===== config.mk =====
export PLATFORM = sky130hd
export DESIGN_NAME = stopwatch_ctrl_flat
export DESIGN_NICKNAME = d
export VERILOG_FILES = /design/src/rtl/stopwatch_pkg.sv /design/src/rtl/stopwatch_ctrl_if.sv /design/src/rtl/btn_debounce.sv /design/src/rtl/stopwatch_ctrl.sv /design/src/flat_wrapper.sv
export SDC_FILE = /design/constraint.sdc
export NUM_CORES = 1
export LEC_CHECK = 0
export CAP_MARGIN = 5
export CELL_PAD_IN_SITES_DETAIL_PLACEMENT = 0
export CELL_PAD_IN_SITES_GLOBAL_PLACEMENT = 2
export CORE_MARGIN = 4
export CORE_UTILIZATION = 21
export DETAILED_ROUTE_END_ITERATION = 12
export PLACE_DENSITY = 0.8
export REMOVE_ABC_BUFFERS = 1
export SYNTH_ARGS = -nofsm -noshare
export SYNTH_HDL_FRONTEND = slang
export SYNTH_SLANG_ARGS = --single-unit

===== constraint.sdc =====
create_clock -name clk -period 1.35 [get_ports clk]
set_input_delay 0.2025 -clock clk [delete_from_list [all_inputs] [get_ports clk]]
set_output_delay 0.2025 -clock clk [all_outputs]
set_load 0.02 [all_outputs]

===== src/rtl/stopwatch_pkg.sv =====
// Shared state encoding and widths for the stopwatch front-panel controller.
package stopwatch_pkg;
  localparam int TIME_W_DEF = 24;
  localparam int ST_W       = 2;

  typedef enum logic [ST_W-1:0] {
    ST_IDLE  = 2'd0,
    ST_RUN   = 2'd1,
    ST_PAUSE = 2'd2,
    ST_LAP   = 2'd3
  } sw_state_e;
endpackage


===== src/rtl/stopwatch_ctrl_if.sv =====
// Panel/core/display bundle: master is the board+core side, slave is the controller.
interface stopwatch_ctrl_if
  import stopwatch_pkg::*;
#(
  parameter int TIME_W = TIME_W_DEF
);
  logic              btn_start;
  logic              btn_lap;
  logic              btn_clr;
  logic [TIME_W-1:0] core_time;
  logic              toggle;
  logic              sw_reset;
  logic [TIME_W-1:0] disp_time;
  logic              lap_active;
  logic [ST_W-1:0]   state;

  modport master (
    output btn_start, btn_lap, btn_clr, core_time,
    input  toggle, sw_reset, disp_time, lap_active, state
  );
  modport slave (
    input  btn_start, btn_lap, btn_clr, core_time,
    output toggle, sw_reset, disp_time, lap_active, state
  );
endinterface


===== src/rtl/btn_debounce.sv =====
// Button conditioner: 2-flop synchroniser, stability counter, one-cycle press pulse.
module btn_debounce
  import stopwatch_pkg::*;
#(
  parameter int CYCLES = 16
) (
  input  logic clk,
  input  logic reset,
  input  logic raw,
  output logic press
);
  localparam int CW = (CYCLES > 2) ? $clog2(CYCLES) : 1;

  logic [1:0]    sync;
  logic          level;
  logic [CW-1:0] cnt;

  // cnt counts consecutive synced samples that disagree with the accepted level
  always_ff @(posedge clk or negedge reset) begin
    if (!reset) begin
      sync  <= '0;
      level <= 1'b0;
      cnt   <= '0;
      press <= 1'b0;
    end else begin
      sync  <= {sync[0], raw};
      press <= 1'b0;
      if (sync[1] == level) begin
        cnt <= '0;
      end else if (cnt == CW'(CYCLES - 1)) begin
        level <= sync[1];
        cnt   <= '0;
        press <= sync[1];
      end else begin
        cnt <= cnt + 1'b1;
      end
    end
  end
endmodule


===== src/rtl/stopwatch_ctrl.sv =====
// Stopwatch front panel: debounced buttons, IDLE/RUN/PAUSE/LAP FSM, core control, display mux.
// Define STOPWATCH_LAP_EN to build the lap button, LAP state and lap snapshot register.
module stopwatch_ctrl
  import stopwatch_pkg::*;
#(
  parameter int DEBOUNCE_CYCLES = 16,
  parameter int TIME_W          = TIME_W_DEF
) (
  input  logic            clk,
  input  logic            reset,
  stopwatch_ctrl_if.slave sw
);
  logic start_p, clr_p, lap_p;
  logic ev_start, ev_clr, ev_lap;

  sw_state_e st_q, st_d;
  logic      tog_q, tog_d;
  logic      srst_q, srst_d;

  btn_debounce #(.CYCLES(DEBOUNCE_CYCLES)) u_db_start (
    .clk(clk), .reset(reset), .raw(sw.btn_start), .press(start_p)
  );
  btn_debounce #(.CYCLES(DEBOUNCE_CYCLES)) u_db_clr (
    .clk(clk), .reset(reset), .raw(sw.btn_clr), .press(clr_p)
  );
`ifdef STOPWATCH_LAP_EN
  btn_debounce #(.CYCLES(DEBOUNCE_CYCLES)) u_db_lap (
    .clk(clk), .reset(reset), .raw(sw.btn_lap), .press(lap_p)
  );
`else
  assign lap_p = 1'b0;
`endif

  // coincident events: clear beats start beats lap, losers are discarded
  assign ev_clr   = clr_p;
  assign ev_start = start_p & ~clr_p;
  assign ev_lap   = lap_p & ~start_p & ~clr_p;

  always_comb begin
    st_d   = st_q;
    srst_d = 1'b0;
    unique case (st_q)
      ST_IDLE:  if (ev_clr) srst_d = 1'b1;
                else if (ev_start) st_d = ST_RUN;
      ST_RUN:   if (ev_start) st_d = ST_PAUSE;
                else if (ev_lap) st_d = ST_LAP;
      ST_LAP:   if (ev_start) st_d = ST_PAUSE;
                else if (ev_lap) st_d = ST_RUN;
      ST_PAUSE: if (ev_clr) begin
                  st_d   = ST_IDLE;
                  srst_d = 1'b1;
                end else if (ev_start) st_d = ST_RUN;
      default:  st_d = ST_IDLE;
    endcase
    tog_d = (st_d == ST_RUN) || (st_d == ST_LAP);
  end

  always_ff @(posedge clk or negedge reset) begin
    if (!reset) begin
      st_q   <= ST_IDLE;
      tog_q  <= 1'b0;
      srst_q <= 1'b1;
    end else begin
      st_q   <= st_d;
      tog_q  <= tog_d;
      srst_q <= srst_d;
    end
  end

`ifdef STOPWATCH_LAP_EN
  logic [TIME_W-1:0] lap_reg;

  // snapshot is taken on the same edge that enters LAP
  always_ff @(posedge clk or negedge reset) begin
    if (!reset)                                  lap_reg <= '0;
    else if (st_q == ST_RUN && st_d == ST_LAP)   lap_reg <= sw.core_time;
  end

  assign sw.lap_active = (st_q == ST_LAP);
  assign sw.disp_time  = sw.lap_active ? lap_reg : sw.core_time;
`else
  assign sw.lap_active = 1'b0;
  assign sw.disp_time  = sw.core_time;
`endif

  assign sw.state    = st_q;
  assign sw.toggle   = tog_q;
  assign sw.sw_reset = srst_q;
endmodule

===== src/flat_wrapper.sv =====
// flat-port wrapper written by rule: the top's interface ports become plain ports
module stopwatch_ctrl_flat import stopwatch_pkg::*;
#(
  parameter int DEBOUNCE_CYCLES = 16,
  parameter int TIME_W          = TIME_W_DEF
)
  (clk, reset, sw_btn_start, sw_btn_lap, sw_btn_clr, sw_core_time, sw_toggle, sw_sw_reset, sw_disp_time, sw_lap_active, sw_state);
  stopwatch_ctrl_if #(.TIME_W(TIME_W)) sw_i ();
  input  logic clk;
  input  logic reset;
  input wire logic [$bits(sw_i.btn_start)-1:0] sw_btn_start;
  input wire logic [$bits(sw_i.btn_lap)-1:0] sw_btn_lap;
  input wire logic [$bits(sw_i.btn_clr)-1:0] sw_btn_clr;
  input wire logic [$bits(sw_i.core_time)-1:0] sw_core_time;
  output wire logic [$bits(sw_i.toggle)-1:0] sw_toggle;
  output wire logic [$bits(sw_i.sw_reset)-1:0] sw_sw_reset;
  output wire logic [$bits(sw_i.disp_time)-1:0] sw_disp_time;
  output wire logic [$bits(sw_i.lap_active)-1:0] sw_lap_active;
  output wire logic [$bits(sw_i.state)-1:0] sw_state;
  assign sw_i.btn_start = sw_btn_start;
  assign sw_i.btn_lap = sw_btn_lap;
  assign sw_i.btn_clr = sw_btn_clr;
  assign sw_i.core_time = sw_core_time;
  assign sw_toggle = sw_i.toggle;
  assign sw_sw_reset = sw_i.sw_reset;
  assign sw_disp_time = sw_i.disp_time;
  assign sw_lap_active = sw_i.lap_active;
  assign sw_state = sw_i.state;
  stopwatch_ctrl #(.DEBOUNCE_CYCLES(DEBOUNCE_CYCLES), .TIME_W(TIME_W)) u_core (.clk(clk), .reset(reset), .sw(sw_i));
endmodule

==> out/metrics.csv, run 1 <==
metric,value,unit
fin_tns_setup,0,ns
grt_pass1_wl,2620,µm
critPathCaptureType,output port,
seq_area_frac_synth,50.7,%
first_pass_iters,3,
postCtsHoldBufs,0,
netlist.area_leader.share,47.9,%
ys_ff_latch,19,
final_antenna_net_count,0,
diodes,0,
critical_path.top_delay_family,flip-flops,
path_class,flip-flop to output port,
htreeDepth,1,
totalWireLength,1750,µm
worst_ep_arrival_time,1.10,ns
final_cell_mix,"dfrtp_1, xnor2_1, a21oi_1, dlygate4sd2_1",
wire_per_inst,14.8,µm
startpoint_type,flip-flop,
die_w,74.9,µm
clockBufferDepth,2,
crit_fanout,1,
fin_skew,0.00414,ns
track_usage,6.72,%
pin_count,58,
total_power,0.00105,W
clockRootBuffer,clkbuf_8,
clk_pin_slew,0.07,ns
final_common_cell,dfrtp_1,
cts_buffers,3,
core,4350,µm²
cp_cell_sequence,dlygate4sd2_1,
setup_viol,0,
num_rows,24,
cts_sinks,19,
worstPathRequired,1.15,ns
grt_max_degree,20,
avgSynthCellArea,11.8,µm²
antenna_found_initial,0,
insertion_delay,0.25,ns
utilization,21.4,%
powerDensity,1130,nW/µm²
dieArea,5620,µm²
cellLeakagePower,0.413,nW
cp_slowest_cell,dfstp_2,
synthTopCellsByArea,"dfrtp_1, buf_4, xnor2_1",
numPortBuffers,7,
drc,0,
drv_slew,0,
grt_pass1_vias,497,
status,"finished, final reports clean",
yosysUniqueCellTypes,18,
post_cts_buffers,0,
fmax,768,MHz
timing.hold.ws,0.277,ns
cpPeakStageDelay,0.52,ns
start_util,21.6,%
wl_met1,736,µm
hold_class,input pin to asynchronous set/reset pin,
period_needed,1.30,ns
rsz0062_at_grt,false,
synthCells,80,
yosys_warnings,0,
die_y,74.9,µm
dr.first_iter.drc_count,6,
vias_per_cell,4.08,
maxCapViolations,0,
post-route-period-util,96.5,%
fin_nets,98,
routed.top_layer,met4,
cts_tree,done,
hold_viol_final,0,
dr_total_vias,481,
fillers,468,
vdd.ir_drop.worst,0.441,mV
place_congestion,0.691,
cts_resized,4,
wl_met3,358,µm
grt_overflow,0,
synth_top_area_cell,dfrtp_1,
crit_buf_inv,1,
syn_area,941,µm²
areaGrowthSynthToFinish,-1.20,%
wl_met2,638,µm
drive_gt1_share,18.2,%
-- power by group --
group / total [W] / switching, W / internal (W) / leakage, nW
clock network: 0.000384 / 0.000179 / 0.000205 / 0.0255
registers: 0.000609 / 0.0000191 / 0.000590 / 0.247
logic: 0.0000606 / 0.0000300 / 0.0000305 / 0.140
-- worst register-to-register path: stages (launching register included) --
cell and delay (ns):
dfrtp_1 0.42, ha_1 0.26, nand3_2 0.10, mux2_4 0.30
-- kinds of logic after synthesis --
group | synth area share (%)
xor gates and xnor gates | 4.65
muxes | 3.19
buffers and inverters | 21.5
AOI/OAI and AO/OA | 4.12
DFF | 50.7
other | 0.399
adders and majority gates | 2.66
and+or+nand+nor | 12.8
-- cell usage after synthesis --
library cell   n
nor2b_1        3
o21ai_0        2
a22o_1         1
nand2b_1       2
a21oi_1        4
ha_1           2
nor3b_2        2
nor3b_1        2
nand4b_1       2
nand3_2        2
mux2_4         2
dfstp_2        1
buf_4         26
nor2_1         3
conb_1         1
dfrtp_1       18
inv_1          2
xnor2_1        5
-- per-stage QoR --
step | cells | setup slack (ns) | cell area (µm²)
2_1_floorplan | 54 | 0.218 | 746
3_3_place_gp | 114 | 0.0636 | 888
3_5_place_dp | 114 | 0.0451 | 888
4_1_cts | 118 | 0.0283 | 930
5_1_grt | 118 | 0.0103 | 930
6_report | 118 | 0.0475 | 930
-- worst paths after layout --
check	to	cells after the start	from	slack, ns
hold reg to reg	u_core.u_db_start.sync[1]	0	u_core.u_db_start.sync[0]	0.35
setup / recovery	sw_sw_reset	1	u_core.sw.sw_reset	0.05
min in group clk	u_core.u_db_start.sync[1]	0	u_core.u_db_start.sync[0]	0.35
hold / removal	u_core.u_db_start.cnt[2]	2	reset	0.28
max in group asynchronous	u_core.sw.sw_reset	2	reset	0.82
setup reg to reg	u_core.u_db_start.level	3	u_core.u_db_start.cnt[0]	0.15
-- cell type report --
type,instances,area [µm²],share of cell area [%]
Sequential cell,19,477,51.3
Clock buffer,3,41.3,4.44
Tap cell,52,65.1,7.00
Inverter,2,7.51,0.808
Timing Repair Buffer,8,72.6,7.81
Clock inverter,1,5.00,0.538
Multi-Input combinational cell,33,262,28.1
-- metal layers --
metal  vias to the layer above  global-route usage, %
met5                         -                      0
met4                         0                   1.78
met1                       233                   8.54
met2                        37                   6.87
li1                        207                      -
met3                         4                   7.88
Power figures use the tool's default switching activity.
==> run 2, diff against run 1 <==
--- a/config.mk
+++ b/config.mk
@@ -6,12 +6,10 @@
 export NUM_CORES = 1
 export LEC_CHECK = 0
 export CAP_MARGIN = 5
-export CELL_PAD_IN_SITES_DETAIL_PLACEMENT = 0
-export CELL_PAD_IN_SITES_GLOBAL_PLACEMENT = 2
 export CORE_MARGIN = 4
-export CORE_UTILIZATION = 21
+export CORE_UTILIZATION = 39
 export DETAILED_ROUTE_END_ITERATION = 12
-export PLACE_DENSITY = 0.8
+export PLACE_DENSITY = 0.85
 export REMOVE_ABC_BUFFERS = 1
 export SYNTH_ARGS = -nofsm -noshare
 export SYNTH_HDL_FRONTEND = slang
==> constraint.sdc (replaced) <==
create_clock -name clk -period 1.5 [get_ports clk]
set_input_delay 0.225 -clock clk [delete_from_list [all_inputs] [get_ports clk]]
set_output_delay 0.225 -clock clk [all_outputs]
set_load 0.02 [all_outputs]
==> out/metrics.csv, run 2 (same netlist as run 1, synthesis figures left out) <==
metric,value,unit
status,"finished, final reports clean",
drive_gt1_share,16.7,%
worst_ep_arrival_time,1.12,ns
fin_ws,0.151,ns
fmax,742,MHz
cp_cell_sequence,dlygate4sd2_1,
critPathCaptureType,output port,
antenna_found_initial,0,
period_needed,1.35,ns
vdd.ir_drop.worst,0.507,mV
drc,0,
die_w,57.1,µm
fin_tns_setup,0,ns
final_common_cell,dfrtp_1,
totalWireLength,1670,µm
cts_sinks,19,
insertion_delay,0.28,ns
critical_path.top_delay_family,flip-flops,
clk_pin_slew,0.10,ns
clockBufferDepth,2,
cts_tree,done,
crit_fanout,1,
post-dp-hpwl,1270,µm
place_congestion,0.659,
grt_pass1_wl,2570,µm
clockRootBuffer,clkbuf_4,
diodes,0,
cp_slowest_cell,dfstp_2,
fin_nets,98,
final_cell_mix,"dfrtp_1, xnor2_1, a21oi_1, dlygate4sd2_1",
vias_per_cell,5.17,
drv_slew,0,
cts_buffers,3,
first_pass_iters,5,
rsz0062_at_grt,false,
worstPathRequired,1.27,ns
final_antenna_net_count,0,
start_util,41.7,%
cts_resized,4,
areaGrowthSynthToFinish,-6.52,%
htreeDepth,1,
grt_pass1_vias,501,
wire_per_inst,17.7,µm
post-route-period-util,89.9,%
dr_total_vias,486,
hold_viol_final,0,
postCtsHoldBufs,0,
num_rows,17,
numPortBuffers,7,
dieArea,3260,µm²
core,2250,µm²
hold_class,input pin to asynchronous set/reset pin,
post_cts_buffers,0,
pin_count,58,
cpPeakStageDelay,0.52,ns
crit_buf_inv,1,
fin_skew,0.000941,ns
dr.first_iter.drc_count,14,
startpoint_type,flip-flop,
place_worst_setup_slack,0.192,ns
grt_max_degree,20,
path_class,flip-flop to output port,
die_y,57.1,µm
track_usage,10.9,%
maxCapViolations,0,
setup_viol,0,
cellLeakagePower,0.402,nW
powerDensity,963,nW/µm²
grt_overflow,0,
run 2: changes by cell type in the layout (fill, tap and decap cells not counted), sizes merged:
| cell | previous run | this run |
|---|---|---|
| clkbuf | 3 | 4 |
| clkinv | 1 | 0 |
run 2: cell type report:
class	count	area, µm²
Timing Repair Buffer	8	72.6
Clock buffer	4	26.3
Inverter	2	7.51
Sequential cell	19	477
Multi-Input combinational cell	33	262
Fill cell	225	1380
Tap cell	28	35.0
run 2: worst paths after layout:
| kind | startpoint | to | slack [ns] | cells after the start |
|---|---|---|---|---|
| max reg2reg | u_core.u_db_start.cnt[0] | u_core.u_db_start.level | 0.30 | 3 |
| min | reset | u_core.u_db_clr.cnt[1] | 0.26 | 2 |
| max | u_core.sw.sw_reset | sw_sw_reset | 0.15 | 1 |
| min reg2reg | u_core.u_db_start.sync[0] | u_core.u_db_start.sync[1] | 0.36 | 0 |
| max in group asynchronous | reset | u_core.sw.sw_reset | 0.99 | 2 |
| min in group clk | u_core.u_db_start.sync[0] | u_core.u_db_start.sync[1] | 0.36 | 0 |
run 2: per-layer routing:
metal / GRT usage (%) / vias up / routed length [µm]
met3: 10.9 / 4 / 355
met1: 14.0 / 239 / 686
met4: 3.97 / 0 / 25
met5: 3.17 / - / 0
li1: - / 205 / -
met2: 11.7 / 38 / 601
run 2: per-stage QoR:
step / hold slack (ns) / util, % / cells / area [µm²] / total power, W
after floorplan: -0.0706 / - / 54 / 746 / 0.000586
after global placement: 0.332 / 38.1 / 90 / 858 / 0.000609
after detailed placement: 0.337 / 38.1 / 90 / 858 / 0.000613
after CTS: 0.256 / 39.0 / 94 / 880 / 0.000862
after global routing: 0.263 / 39.0 / 94 / 880 / 0.000892
final: 0.255 / 39.0 / 94 / 880 / 0.000847
run 2: power by group:
group | internal, W | switching [W]
Combinational | 0.0000274 | 0.0000271
Sequential | 0.000531 | 0.0000170
Clock | 0.000103 | 0.000142
Total | 0.000661 | 0.000186
==> run 3, diff against run 2 <==
--- a/config.mk
+++ b/config.mk
@@ -14,3 +14,4 @@
 export SYNTH_ARGS = -nofsm -noshare
 export SYNTH_HDL_FRONTEND = slang
 export SYNTH_SLANG_ARGS = --single-unit
+export TNS_END_PERCENT = 10
==> results of run 3 <==
The final DEF is identical to that of run 2; final timing and power are the same.
